--- src/rtl/pc_sequencer.sv ---
// pc_sequencer: program-counter unit with registered Z/N flags, a memory-indirect
// jump wait state and a programmable squash (flush) window after each redirect.
// Optional feature macro: PC_LINK_REG_EN adds a link_pc return-address register.
module pc_sequencer #(
  parameter int unsigned    AW          = 32,
  parameter int unsigned    FLUSH_DEPTH = 2,
  parameter logic [AW-1:0]  RESET_PC    = '0
) (
  input  logic          clk,
  input  logic          reset,
  input  logic          stall,
  input  logic [1:0]    pc_sel,
  input  logic          br_z,
  input  logic          br_n,
  input  logic          alu_z,
  input  logic          alu_n,
  input  logic          flag_we,
  input  logic [AW-1:0] rs_val,
  input  logic [AW-1:0] jmp_target,
  input  logic [AW-1:0] mem_target,
  input  logic          mem_target_valid,
  output logic [AW-1:0] pc,
  output logic [AW-1:0] pc_plus1,
  output logic          z_flag,
  output logic          n_flag,
  output logic          redirect,
  output logic          flush,
  output logic          wait_mem
`ifdef PC_LINK_REG_EN
  ,
  output logic [AW-1:0] link_pc
`endif
);

  typedef enum logic {S_RUN = 1'b0, S_MEM_WAIT = 1'b1} state_e;

  // Counter is 4 bits wide: FLUSH_DEPTH is limited to 0..15.
  localparam logic [3:0] FD = 4'(FLUSH_DEPTH);

  state_e        state_q;
  logic [AW-1:0] pc_q;
  logic          z_q, n_q;
  logic          redirect_q;
  logic          wait_q;
  logic [3:0]    cnt_q;
  logic          taken;
`ifdef PC_LINK_REG_EN
  logic [AW-1:0] link_q;
`endif

  // Incrementer wraps naturally at AW bits.
  assign pc_plus1 = pc_q + {{(AW-1){1'b0}}, 1'b1};

  // Branch decision uses the registered flags only (no bypass from flag_we).
  assign taken = (br_z & z_q) | (br_n & n_q);

  // PC / flag / FSM state; all outputs registered except pc_plus1 and flush.
  always_ff @(posedge clk) begin
    if (reset) begin
      state_q    <= S_RUN;
      pc_q       <= RESET_PC;
      z_q        <= 1'b0;
      n_q        <= 1'b0;
      redirect_q <= 1'b0;
      wait_q     <= 1'b0;
      cnt_q      <= 4'd0;
`ifdef PC_LINK_REG_EN
      link_q     <= '0;
`endif
    end else begin
      redirect_q <= 1'b0;
      // Flags update independently of state and stall.
      if (flag_we) begin
        z_q <= alu_z;
        n_q <= alu_n;
      end
      case (state_q)
        S_RUN: begin
          if (!stall) begin
            if (cnt_q != 4'd0) begin
              // Squashed slot: decoder request is ignored, fetch keeps streaming.
              pc_q  <= pc_plus1;
              cnt_q <= cnt_q - 4'd1;
            end else begin
              case (pc_sel)
                2'b00: pc_q <= pc_plus1;
                2'b01: begin
                  if (taken) begin
                    pc_q       <= rs_val;
                    redirect_q <= 1'b1;
                    cnt_q      <= FD;
                  end else begin
                    pc_q <= pc_plus1;
                  end
                end
                2'b10: begin
                  pc_q       <= jmp_target;
                  redirect_q <= 1'b1;
                  cnt_q      <= FD;
`ifdef PC_LINK_REG_EN
                  link_q     <= pc_plus1;
`endif
                end
                default: begin
                  // Memory-indirect jump: hold pc until the target arrives.
                  state_q <= S_MEM_WAIT;
                  wait_q  <= 1'b1;
`ifdef PC_LINK_REG_EN
                  link_q  <= pc_plus1;
`endif
                end
              endcase
            end
          end
        end
        S_MEM_WAIT: begin
          // Stall is deliberately ignored here; the fill completes regardless.
          if (mem_target_valid) begin
            pc_q       <= mem_target;
            redirect_q <= 1'b1;
            cnt_q      <= FD;
            state_q    <= S_RUN;
            wait_q     <= 1'b0;
          end
        end
        default: begin
          state_q <= S_RUN;
          wait_q  <= 1'b0;
        end
      endcase
    end
  end

  assign pc       = pc_q;
  assign z_flag   = z_q;
  assign n_flag   = n_q;
  assign redirect = redirect_q;
  assign wait_mem = wait_q;
  assign flush    = (cnt_q != 4'd0) | wait_q;
`ifdef PC_LINK_REG_EN
  assign link_pc  = link_q;
`endif

endmodule

--- config.mk ---
export PLATFORM = sky130hd
export DESIGN_NAME = pc_sequencer
export DESIGN_NICKNAME = d
export VERILOG_FILES = /design/src/rtl/pc_sequencer.sv
export SDC_FILE = /design/constraint.sdc
export NUM_CORES = 1
export LEC_CHECK = 0
export ABC_CLOCK_PERIOD_IN_PS = 4650
export CORE_MARGIN = 10
export CORE_UTILIZATION = 44
export CTS_CLUSTER_DIAMETER = 100
export DETAILED_ROUTE_END_ITERATION = 8
export PLACE_DENSITY_LB_ADDON = 0.3
export SLEW_MARGIN = 20
export SYNTH_ARGS = -nofsm -noshare
export SYNTH_HDL_FRONTEND = slang
export SYNTH_SLANG_ARGS = --single-unit
export TNS_END_PERCENT = 30
--- constraint.sdc ---
create_clock -name clk -period 4.65 [get_ports clk]
set_clock_uncertainty 0.15 [all_clocks]
set_input_delay 1.1625 -clock clk [delete_from_list [all_inputs] [get_ports clk]]
set_output_delay 1.1625 -clock clk [all_outputs]
set_load 0.03 [all_outputs]
==> results of run 1 <==
synthesized netlist by cell type (9+ instances only):
library cell	number
dfxtp_1	41
nand2_1	31
a21oi_1	29
o21ai_0	26
clkbuf_1	24
nor2_1	24
a22o_1	18
nor3_1	18
nand3_1	17
xnor2_1	17
a221oi_1	16
inv_1	16
nand4_1	10
nor4_1	10
a31oi_1	9
buf_2	9
worst max-delay path: cells and delay by family, from the launching register on:
kind | cells | cell delay (ns)
flip-flops | 1 | 0.51
XOR/XNOR | 1 | 0.16
buffers and inverters | 1 | 0.69
AND/OR/NAND/NOR | 4 | 1.37
final timing paths:
check | from | to | slack [ns] | cells after the start
worst min-delay path | wait_mem$_SDFFE_PP0P_ | wait_mem$_SDFFE_PP0P_ | 0.35 | 2
worst max-delay path | pc[4]$_SDFFE_PP0P_ | pc_plus1[28] | 0.31 | 6
worst max register to register | cnt_q[0]$_SDFFE_PP0P_ | pc[22]$_SDFFE_PP0P_ | 1.90 | 7
worst min register to register | wait_mem$_SDFFE_PP0P_ | wait_mem$_SDFFE_PP0P_ | 0.35 | 2
stage by stage:
stage	instances	power [mW]	setup slack [ns]	hold slack, ns	util
5_1_grt	703	2.814	0.1586	0.3821	0.7007
3_3_place_gp	696	2.367	0.6927	0.3265	0.6895
3_5_place_dp	696	2.407	0.6039	0.3334	0.6895
2_1_floorplan	445	1.668	0.8585	0.3325	-
4_1_cts	703	2.655	0.3135	0.3467	0.7007
6_report	703	2.663	0.3092	0.3470	0.7007
power groups by stage:
stage | sequential (mW) | clock [mW] | combinational [mW]
after detailed placement | 0.638 | 0 | 1.77
after global routing | 0.658 | 0.262 | 1.89
after floorplan | 0.766 | 0 | 0.902
final | 0.635 | 0.246 | 1.78
after CTS | 0.631 | 0.246 | 1.78
after global placement | 0.628 | 0 | 1.74
state kept, by name (all words and copies together) (netlist names):
register and cells:
state_q 1, cnt_q 4, wait_mem 1, n_flag 1, pc 32, redirect 1
z_flag 1
logic make-up (layout without fill, tap and decap cells):
group / Yosys count / in the layout
compound gates: 164 / 164
simple gates: 150 / 150
mux: 4 / 4
flops: 41 / 41
xor+xnor: 25 / 25
buf+inv: 54 / 210
fa+ha+maj: 7 / 7
layout make-up:
class	count	area, µm²
Fill cell	637	2301
Timing Repair Buffer	187	1842
Sequential cell	41	820.8
Inverter	16	60.06
Clock buffer	7	86.33
Tap cell	102	127.6
Multi-Input combinational cell	350	2450
metal layers:
| metal | up-vias | part of all wire |
|---|---|---|
| met5 | - | 0 |
| met4 | 0 | 0.027 |
| met3 | 33 | 0.11 |
| met2 | 253 | 0.49 |
| met1 | 2093 | 0.38 |
| li1 | 2049 | - |
==> key figures, run 1 <==
Logic synthesis
  – Post-Synth XOR/XNOR Area: 0.06304
  – Ranking of synthesized cells by area: dfxtp_1, a22o_1, xnor2_1, a21oi_1, a221oi_1
  – Syn Area/Cell: 7.805 µm²
  – Synth unique cells: 59
  – Synth Area in Simple Gates: 0.2554
  – Post-synth EDFFs: 0
  – Post-synthesis mux area share: 0.01153
  – Mapped cell area: 0.003473 mm²
  – Adder-Cell Fraction of Synth Area: 0.02522
  – Sequential share of the synthesized area: 0.2363
  – Area share of the largest cell type after synthesis: 0.2363
  – Synth Area in Compound Gates: 0.3447
  – Synth Instances: 445
  – Post-synth top flop: dfxtp_1
  – Largest family of logic cells by synthesized area: compound AO/OA/AOI/OAI gates
  – Post-Syn Nets: 559
  – Post-synth top area cell: dfxtp_1
  – Ys async rst share: 0
  – Post-synthesis register bit count: 41
  – Synth Warn #: 0

Drt
  – Routed len/inst: 21.67 µm
  – Via count: 4428
  – Via-per-instance ratio: 6.299
  – Pre-antenna DRT Iters: 6
  – Total Routed Length: 15.23 mm
  – First DRT Iteration DRCs: 415
  – DR DRC count: 0
  – Post-DRT Antenna Nets: 0

Run
  – Max_cap viols: 0

Pwr
  – Internal power: 1.314 mW
  – Net Switching: 1.349 mW
  – Register share of total power: 0.239
  – Max IR drop VDD: 319.1 µV
  – Sw Share: 0.5066
  – Logic pwr share: 0.669
  – Clock power share: 0.092
  – Leakage: 1.921 nW
  – P per Cell Area: 494.4 mW/mm²

Setup path
  – Crit-path cells: nand4_4 -> or3_1 -> nor4_4 -> nand2_1 -> xnor2_1 -> clkdlybuf4s50_1
  – Crit path launch type: register
  – Largest stage delay on the critical path: 0.69 ns
  – Slowest stage cell on the critical path: clkdlybuf4s50_1
  – Crit-path max FO: 10
  – Critical Path RT: 3.34 ns
  – Critical path arrival: 3.03 ns
  – WS Path Type: reg -> out
  – CP endpoint kind: output pin

Floorplanning
  – # IOs: 176
  – FP Rows: 32
  – Initial Util: 0.4518
  – Die ar.: 0.01185 mm²
  – Die Span Y: 108.8 µm
  – Die width: 108.8 µm
  – Core area: 0.007687 mm²

Timing
  – Final setup vio count: 0
  – Setup_tns: 0 ns
  – Slew @ Worst Pin: 0.8947 ns
  – FMAX: 230.4 MHz
  – Relative slew slack: 0.3999
  – Max-slew violations: 0
  – Tcrit/Tclk final: 0.9335
  – Final number of hold-violating endpoints: 0
  – RSZ-0062 raised after global routing: false
  – Fin crit period: 4.341 ns

Clock network
  – Post-CTS Resized: 0
  – Num CTS Buffers: 5
  – Clock Pin Slew Worst Setup and Hold Paths: 0.08 ns
  – Longest Clk Path Bufs: 2
  – Worst-Skew Late Latency: 0.29 ns
  – CTS root buffer: clkbuf_8
  – Setup Fix Bufs, Post-CTS: 0
  – Hold_buf cts: 0
  – Clk sinks: 41
  – CTS tree: done
  – Htree depth: 2

Placed design
  – Dpl cell area: 0.005300 mm²
  – RePlAce Congestion: 0.9365
  – Port Buffers: 175
  – DP HPWL: 11.80 mm

Global routing
  – First-pass GRT wire length: 23.52 mm
  – Grt met1 use: 0.2935
  – GRT busiest layer: met2
  – Met3 usage: 0.06372
  – Vias in the first global route: 4433
  – Global Route met2 Usage: 0.4177
  – GR Overflow Total: 0
  – Initial antenna violation count: 0
  – Largest net degree at the start of global routing: 35
  – Tot GR Track Use: 0.2454

Run status
  – Status: complete, no violations

Finish
  – Nets: 715
  – Share of cells above drive strength 1: 0.05824
  – Most common cell after layout, fill and taps aside: clkdlybuf4s50_1
  – Syn-to-layout area delta: 55.08%
  – Antenna cells: 0
  – Post-route cell area: 0.005386 mm²
  – Most frequent cells in the layout: clkdlybuf4s50_1, dfxtp_1, nand2_1, a21oi_1, o21ai_0

Min path
  – Hold WC Path Type: reg -> reg
Note: power is estimated with default switching activity, not from simulation.
==> run 2: changes to the inputs <==
==> constraint.sdc (replaced) <==
create_clock -name clk -period 4.65 [get_ports clk]
set_clock_uncertainty 0.15 [all_clocks]
set_input_delay 0.465 -clock clk [delete_from_list [all_inputs] [get_ports clk]]
set_output_delay 0.465 -clock clk [all_outputs]
set_load 0.03 [all_outputs]
==> run 2 against run 1 <==
Net effect: hold slack got worse by 0.0050 ns; first-iteration DRC count fell by 26%; global-route usage fell by 0.17 points; combinational power barely moved; routed wire length fell by 1.2%; sequential power rose by 3%; power fell by 0.31%; die area did not move; critical path depth rose by 1; maximum frequency rose by 11%; non-clock buffer count fell by 4; via count fell by 0.56%; critical path type unchanged; largest cell class unchanged.
==> key figures, run 2 (synthesis gave the netlist of run 1 again) <==
Timing
  – Relative slew slack: 0.3083 (was 0.3999)
  – FMAX: 256.0 MHz (was 230.4 MHz)
  – Final setup vio count: 0 (unchanged)
  – Fin worst setup slack: 0.7431 ns (was 0.3092 ns)
  – Fin crit period: 3.907 ns (was 4.341 ns)
  – RSZ-0062 raised after global routing: false (unchanged)
  – Final number of hold-violating endpoints: 0 (unchanged)
  – Slew @ Worst Pin: 1.036 ns (was 0.8947 ns)
  – Max-slew violations: 0 (unchanged)
  – Setup_tns: 0 ns (unchanged)
  – Tcrit/Tclk final: 0.8402 (was 0.9335)

Global routing
  – Tot GR Track Use: 0.2437 (was 0.2454)
  – GR Overflow Total: 0 (unchanged)
  – Largest net degree at the start of global routing: 35 (unchanged)
  – Vias in the first global route: 4443 (was 4433)
  – Initial antenna violation count: 0 (unchanged)
  – First-pass GRT wire length: 23.54 mm (was 23.52 mm)

Clock network
  – Clock Pin Slew Worst Setup and Hold Paths: 0.08 ns (about the same)
  – Htree depth: 2 (unchanged)
  – Hold_buf cts: 0 (unchanged)
  – Post-CTS Resized: 0 (unchanged)
  – Num CTS Buffers: 5 (unchanged)
  – Clk sinks: 41 (unchanged)
  – Longest Clk Path Bufs: 2 (unchanged)
  – CTS root buffer: clkbuf_8 (unchanged)
  – Worst-Skew Late Latency: 0.30 ns (was 0.29 ns)
  – Setup Fix Bufs, Post-CTS: 0 (unchanged)
  – CTS tree: done (unchanged)

Setup path
  – WS Path Type: reg -> out (unchanged)
  – Crit path launch type: register (unchanged)
  – WP buf/inv: 1 (unchanged)
  – Crit-path cells: ha_1 -> nand3_1 -> or3_1 -> nor4_4 -> nand2_1 -> xnor2_1 -> clkdlybuf4s50_1 (was nand4_4 -> or3_1 -> nor4_4 -> nand2_1 -> xnor2_1 -> clkdlybuf4s50_1)
  – Slowest stage cell on the critical path: clkdlybuf4s50_1 (unchanged)
  – Crit path max-delay family: simple AND/OR/NAND/NOR gates (unchanged)
  – Crit-path max FO: 10 (unchanged)
  – Critical Path RT: 4.03 ns (was 3.34 ns)
  – CP endpoint kind: output pin (unchanged)
  – Largest stage delay on the critical path: 0.69 ns (about the same)
  – Critical path arrival: 3.29 ns (was 3.03 ns)

Drt
  – DR DRC count: 0 (unchanged)
  – Pre-antenna DRT Iters: 5 (was 6)
  – Routed len/inst: 21.52 µm (was 21.67 µm)
  – First DRT Iteration DRCs: 307 (was 415)
  – Via-per-instance ratio: 6.299 (about the same)
  – Total Routed Length: 15.04 mm (was 15.23 mm)
  – Via count: 4403 (was 4428)
  – Post-DRT Antenna Nets: 0 (unchanged)

Finish
  – Layout Cells excl Fill: 699 (was 703)
  – Syn-to-layout area delta: 54.21% (was 55.08%)
  – Max reg flops: 32 (unchanged)
  – Antenna cells: 0 (unchanged)
  – Most frequent cells in the layout: clkdlybuf4s50_1, dfxtp_1, nand2_1, a21oi_1, o21ai_0 (unchanged)
  – Nets: 711 (was 715)
  – Share of cells above drive strength 1: 0.05193 (was 0.05824)
  – Most common cell after layout, fill and taps aside: clkdlybuf4s50_1 (unchanged)

Placed design
  – RePlAce Congestion: 0.9419 (was 0.9365)
  – DP Worst Slack: 1.046 ns (was 0.6039 ns)
  – Port Buffers: 175 (unchanged)
  – DP HPWL: 11.67 mm (was 11.80 mm)
  – Dpl cells: 692 (was 696)

Floorplanning
  – Initial Util: 0.4518 (unchanged)
  – FP Rows: 32 (unchanged)
  – # IOs: 176 (unchanged)
  – Core area: 0.007687 mm² (unchanged)
  – Die Span Y: 108.8 µm (unchanged)
  – Die ar.: 0.01185 mm² (unchanged)
  – Die width: 108.8 µm (unchanged)

Pwr
  – Leakage: 1.900 nW (was 1.921 nW)
  – Power, Total: 2.655 mW (was 2.663 mW)
  – Max IR drop VDD: 468.8 µV (was 319.1 µV)
  – P per Cell Area: 495.7 mW/mm² (was 494.4 mW/mm²)

Run
  – Max_cap viols: 0 (unchanged)

Run status
  – Status: complete, no violations (unchanged)

Min path
  – Hold WC Path Type: reg -> reg (unchanged)
-- run 2: cell types whose count changed in the layout (fill, tap and decap cells not counted) --
| cell | change |
|---|---|
| buf_4 | -4 |
-- run 2: cell type report --
cell class / instances / area, µm²
Fill cell: 654 / 2331
Inverter: 16 / 60.06
Timing Repair Buffer: 183 / 1812
Tap cell: 102 / 127.6
Multi-Input combinational cell: 350 / 2450
Sequential cell: 41 / 820.8
Clock buffer: 7 / 86.33
-- run 2: report_power, final --
part           leakage, nW  switching, mW  internal [mW]
Combinational         1.52           1.02          0.731
Clock               0.0443          0.131          0.118
Sequential           0.337          0.192          0.459
Total                 1.90           1.35           1.31
-- run 2: stage by stage --
| stage | hold WS [ns] | area, µm² | util |
|---|---|---|---|
| after global routing | 0.3754 | 5356 | 0.6968 |
| after detailed placement | 0.3242 | 5270 | 0.6855 |
| after floorplan | 0.3325 | 3473 | - |
| final | 0.3420 | 5356 | 0.6968 |
| after global placement | 0.3266 | 5270 | 0.6855 |
| after CTS | 0.3390 | 5356 | 0.6968 |
-- run 2: worst paths after layout --
path	from	to	slack, ns	cells past startpoint
worst min-delay path	wait_mem$_SDFFE_PP0P_	wait_mem$_SDFFE_PP0P_	0.34	2
worst max register to register	state_q$_SDFF_PP0_	pc[15]$_SDFFE_PP0P_	1.56	6
worst max-delay path	pc[0]$_SDFFE_PP0P_	pc_plus1[28]	0.74	7
worst min register to register	wait_mem$_SDFFE_PP0P_	wait_mem$_SDFFE_PP0P_	0.34	2
-- run 2: worst register-to-register path: cells and delay by family (launching register included) --
kind                   cells  cell delay, ns
AND/OR/NAND/NOR            1            0.54
AO/OA/AOI/OAI              3            0.88
flip-flops                 1            1.01
buffers and inverters      2            0.43
-- run 2: layer usage --
layer / GRT usage / up-vias / share of wire
met4: 0.06591 / 0 / 0.021
met5: 0 / - / 0
met2: 0.4116 / 267 / 0.48
met1: 0.3018 / 2062 / 0.40
met3: 0.06018 / 25 / 0.10
li1: - / 2049 / -
==> run 3: changes to the inputs <==
ABC_CLOCK_PERIOD_IN_PS = 3180   (was 4650)
CORE_UTILIZATION = 37   (was 44)
clock period = 3.18 ns   (was 4.65 ns; I/O delays follow)
==> run 3 against run 2 <==
Net effect: non-clock buffer count increased by 20; count of clock-buffer cells in the layout is the same; utilization decreased by 9.1 points; sequential share of layout area fell by 0.60 points; global-route usage shrank 2.9 points; final cell count is 4.3% higher; power is 52% higher; via count up 0.43%; die area grew 15%; routed wire length up 1.6%; combinational power is 53% higher; highest routed layer unchanged.
==> key figures, run 3 (synthesis gave the netlist of run 1 again) <==
Min path
  – Worst hold path depth: 2 (unchanged)
  – Hold WC Path Type: reg -> reg (unchanged)

Timing
  – Final setup vio count: 0 (unchanged)
  – RSZ-0062 raised after global routing: false (unchanged)
  – Setup_tns: 0 ns (unchanged)
  – Fin crit period: 3.041 ns
  – Slew @ Worst Pin: 0.6396 ns (was 1.036 ns)
  – Relative slew slack: 0.5736 (was 0.3083)
  – FMAX: 328.8 MHz
  – Final number of hold-violating endpoints: 0 (unchanged)
  – Hold_ws: 0.3663 ns (was 0.3420 ns)
  – Max-slew violations: 0 (unchanged)
  – Tcrit/Tclk final: 0.9564

Floorplanning
  – Die ar.: 0.01366 mm² (was 0.01185 mm²)
  – # IOs: 176 (unchanged)
  – Die Span Y: 116.9 µm (was 108.8 µm)
  – FP Rows: 35 (was 32)
  – Initial Util: 0.3777 (was 0.4518)
  – Core area: 0.009196 mm² (was 0.007687 mm²)
  – Die width: 116.9 µm (was 108.8 µm)

Pwr
  – Register share of total power: 0.229 (was 0.245)
  – Logic pwr share: 0.660 (was 0.661)
  – Clock power share: 0.111 (was 0.094)
  – Net Switching: 1.989 mW (was 1.347 mW)
  – P per Cell Area: 725.9 mW/mm² (was 495.7 mW/mm²)
  – Leakage: 2.100 nW (was 1.900 nW)
  – Power, Total: 4.047 mW (was 2.655 mW)
  – Max IR drop VDD: 524.7 µV (was 468.8 µV)
  – Internal power: 2.058 mW (was 1.308 mW)
  – Sw Share: 0.4914 (was 0.5072)

Drt
  – Via-per-instance ratio: 6.066 (was 6.299)
  – Pre-antenna DRT Iters: 7 (was 5)
  – Post-DRT Antenna Nets: 0 (unchanged)
  – Via count: 4422 (was 4403)
  – Routed len/inst: 20.97 µm (was 21.52 µm)
  – First DRT Iteration DRCs: 401 (was 307)
  – DR DRC count: 0 (unchanged)
  – Total Routed Length: 15.29 mm (was 15.04 mm)

Setup path
  – Crit-path max FO: 6 (was 10)
  – R2r endpoint: pc[22]$_SDFFE_PP0P_ (was pc[15]$_SDFFE_PP0P_)
  – Crit path launch type: register (unchanged)
  – WP depth: 6 (was 7)
  – Slowest stage cell on the critical path: clkdlybuf4s50_1 (unchanged)
  – Critical path arrival: 2.57 ns (was 3.29 ns)
  – Setup crit end: pc_plus1[27] (was pc_plus1[28])
  – Worst flop-to-flop path startpoint: cnt_q[0]$_SDFFE_PP0P_ (was state_q$_SDFF_PP0_)
  – Largest stage delay on the critical path: 0.71 ns (was 0.69 ns)
  – CP endpoint kind: output pin (unchanged)
  – Critical Path RT: 2.71 ns (was 4.03 ns)
  – WP buf/inv: 2 (was 1)
  – Crit-path cells: buf_4 -> and4_1 -> nand4_1 -> nor3_1 -> xor2_1 -> clkdlybuf4s50_1 (was ha_1 -> nand3_1 -> or3_1 -> nor4_4 -> nand2_1 -> xnor2_1 -> clkdlybuf4s50_1)
  – Worst Setup SP: pc[5]$_SDFFE_PP0P_ (was pc[0]$_SDFFE_PP0P_)
  – R2r worst-path depth: 7 (was 6)
  – Crit path max-delay family: buffers and inverters (was simple AND/OR/NAND/NOR gates)
  – WS Path Type: reg -> out (unchanged)
  – R2R Setup Slk: 0.57 ns (was 1.56 ns)

Clock network
  – Clk sinks: 41 (unchanged)
  – Worst-Skew Late Latency: 0.29 ns (was 0.30 ns)
  – Clock Pin Slew Worst Setup and Hold Paths: 0.08 ns (about the same)
  – Longest Clk Path Bufs: 2 (unchanged)
  – CTS root buffer: clkbuf_8 (unchanged)
  – Htree depth: 2 (unchanged)
  – CTS tree: done (unchanged)
  – Num CTS Buffers: 5 (unchanged)

Finish
  – Nets: 731 (was 711)
  – Syn-to-layout area delta: 60.52% (was 54.21%)
  – Most common cell after layout, fill and taps aside: clkdlybuf4s50_1 (unchanged)
  – Share of cells above drive strength 1: 0.1019 (was 0.05193)
  – Antenna cells: 0 (unchanged)
  – Multi-input gate area: 0.002457 mm² (was 0.002450 mm²)
  – Max reg flops: 32 (unchanged)
  – Most frequent cells in the layout: clkdlybuf4s50_1, dfxtp_1, buf_4, nand2_1, a21oi_1 (was clkdlybuf4s50_1, dfxtp_1, nand2_1, a21oi_1, o21ai_0)
  – Number of fillers in the final layout: 848 (was 654)
  – Area occupied by registers: 820.8 µm² (unchanged)

Run
  – Max_cap viols: 0 (unchanged)

Run status
  – Status: complete, no violations (unchanged)

Placed design
  – RePlAce Congestion: 0.9009 (was 0.9419)
  – Port Buffers: 175 (unchanged)
  – DP HPWL: 12.08 mm (was 11.67 mm)

Global routing
  – Initial antenna violation count: 0 (unchanged)
  – Largest net degree at the start of global routing: 35 (unchanged)
  – Tot GR Track Use: 0.2149 (was 0.2437)
  – First-pass GRT wire length: 23.78 mm (was 23.54 mm)
  – GR Overflow Total: 0 (unchanged)
  – Vias in the first global route: 4491 (was 4443)
run 3: cell count changes in the layout (fill, tap and decap cells not counted):
cell and delta:
buf_12 +3, and4_1 -1, clkdlybuf4s50_1 -15, dlymetal6s2s_1 +3, and4_2 +1, and2_1 -1, or3_4 +1, bufinv_16 +1
or3_1 -1, and2_2 +1, dlygate4sd2_1 +4, buf_4 +25
run 3: power groups by stage:
stage / clock, mW / sequential, mW / combinational (mW)
floorplan: 0 / 1.12 / 1.32
global placement: 0 / 0.915 / 2.65
detailed placement: 0 / 0.931 / 2.68
CTS: 0.455 / 0.921 / 2.67
global route: 0.475 / 0.956 / 2.86
finish: 0.448 / 0.927 / 2.67
run 3: per-stage QoR:
stage / instances / util / instance area [µm²] / worst slack, ns
after floorplan: 445 / - / 3473 / 0.2330
final: 729 / 0.6063 / 5575 / 0.1388
after CTS: 729 / 0.6053 / 5567 / 0.01802
after global routing: 729 / 0.6063 / 5575 / 0.003388
after detailed placement: 721 / 0.5925 / 5449 / 0.2308
after global placement: 721 / 0.5925 / 5449 / 0.2927
run 3: worst register-to-register path, stage by stage (launching register included):
cell and delay [ns]:
dfxtp_1 0.34, inv_1 0.08, ha_1 0.19, nor3b_2 0.55, nand3_1 0.27, nand2_1 0.45
a221oi_1 0.18, a221oi_1 0.31
run 3: layer usage:
metal  GRT usage  up-vias  wire length, µm  part of all wire
met5           0        -                0                 0
met4     0.05848        0              329             0.022
met3     0.05556       24             1459             0.095
met2      0.3712      212             7419              0.49
met1      0.2572     2111             6081              0.40
li1            -     2075                -                 -
run 3: how the worst min path moves through the flow:
| stage | startpoint | end | slack [ns] |
|---|---|---|---|
| after floorplan | alu_n | n_flag$_SDFFE_PP0P_ | 0.32 |
| after global placement | wait_mem$_SDFFE_PP0P_ | wait_mem$_SDFFE_PP0P_ | 0.34 |
| after detailed placement | wait_mem$_SDFFE_PP0P_ | wait_mem$_SDFFE_PP0P_ | 0.36 |
| after CTS | wait_mem$_SDFFE_PP0P_ | wait_mem$_SDFFE_PP0P_ | 0.37 |
| after global routing | cnt_q[1]$_SDFFE_PP0P_ | cnt_q[1]$_SDFFE_PP0P_ | 0.42 |
| final | wait_mem$_SDFFE_PP0P_ | wait_mem$_SDFFE_PP0P_ | 0.37 |
run 3: repair_timing:
| action | CTS | global route |
|---|---|---|
| hold buffers | 0 | 0 |
| gates resized for setup | 6 | 4 |
| setup endpoints to repair | 6 | 4 |
| setup buffers | 0 | 0 |
run 3: layout make-up:
cell class | count | share of cell area
multi-input cells | 350 | 0.4408
repair buffers | 203 | 0.3555
flip-flops and latches | 41 | 0.1472
well taps | 111 | 0.02491
clock buffers | 7 | 0.01548
inverters | 16 | 0.01077
clock inverters | 1 | 0.005386
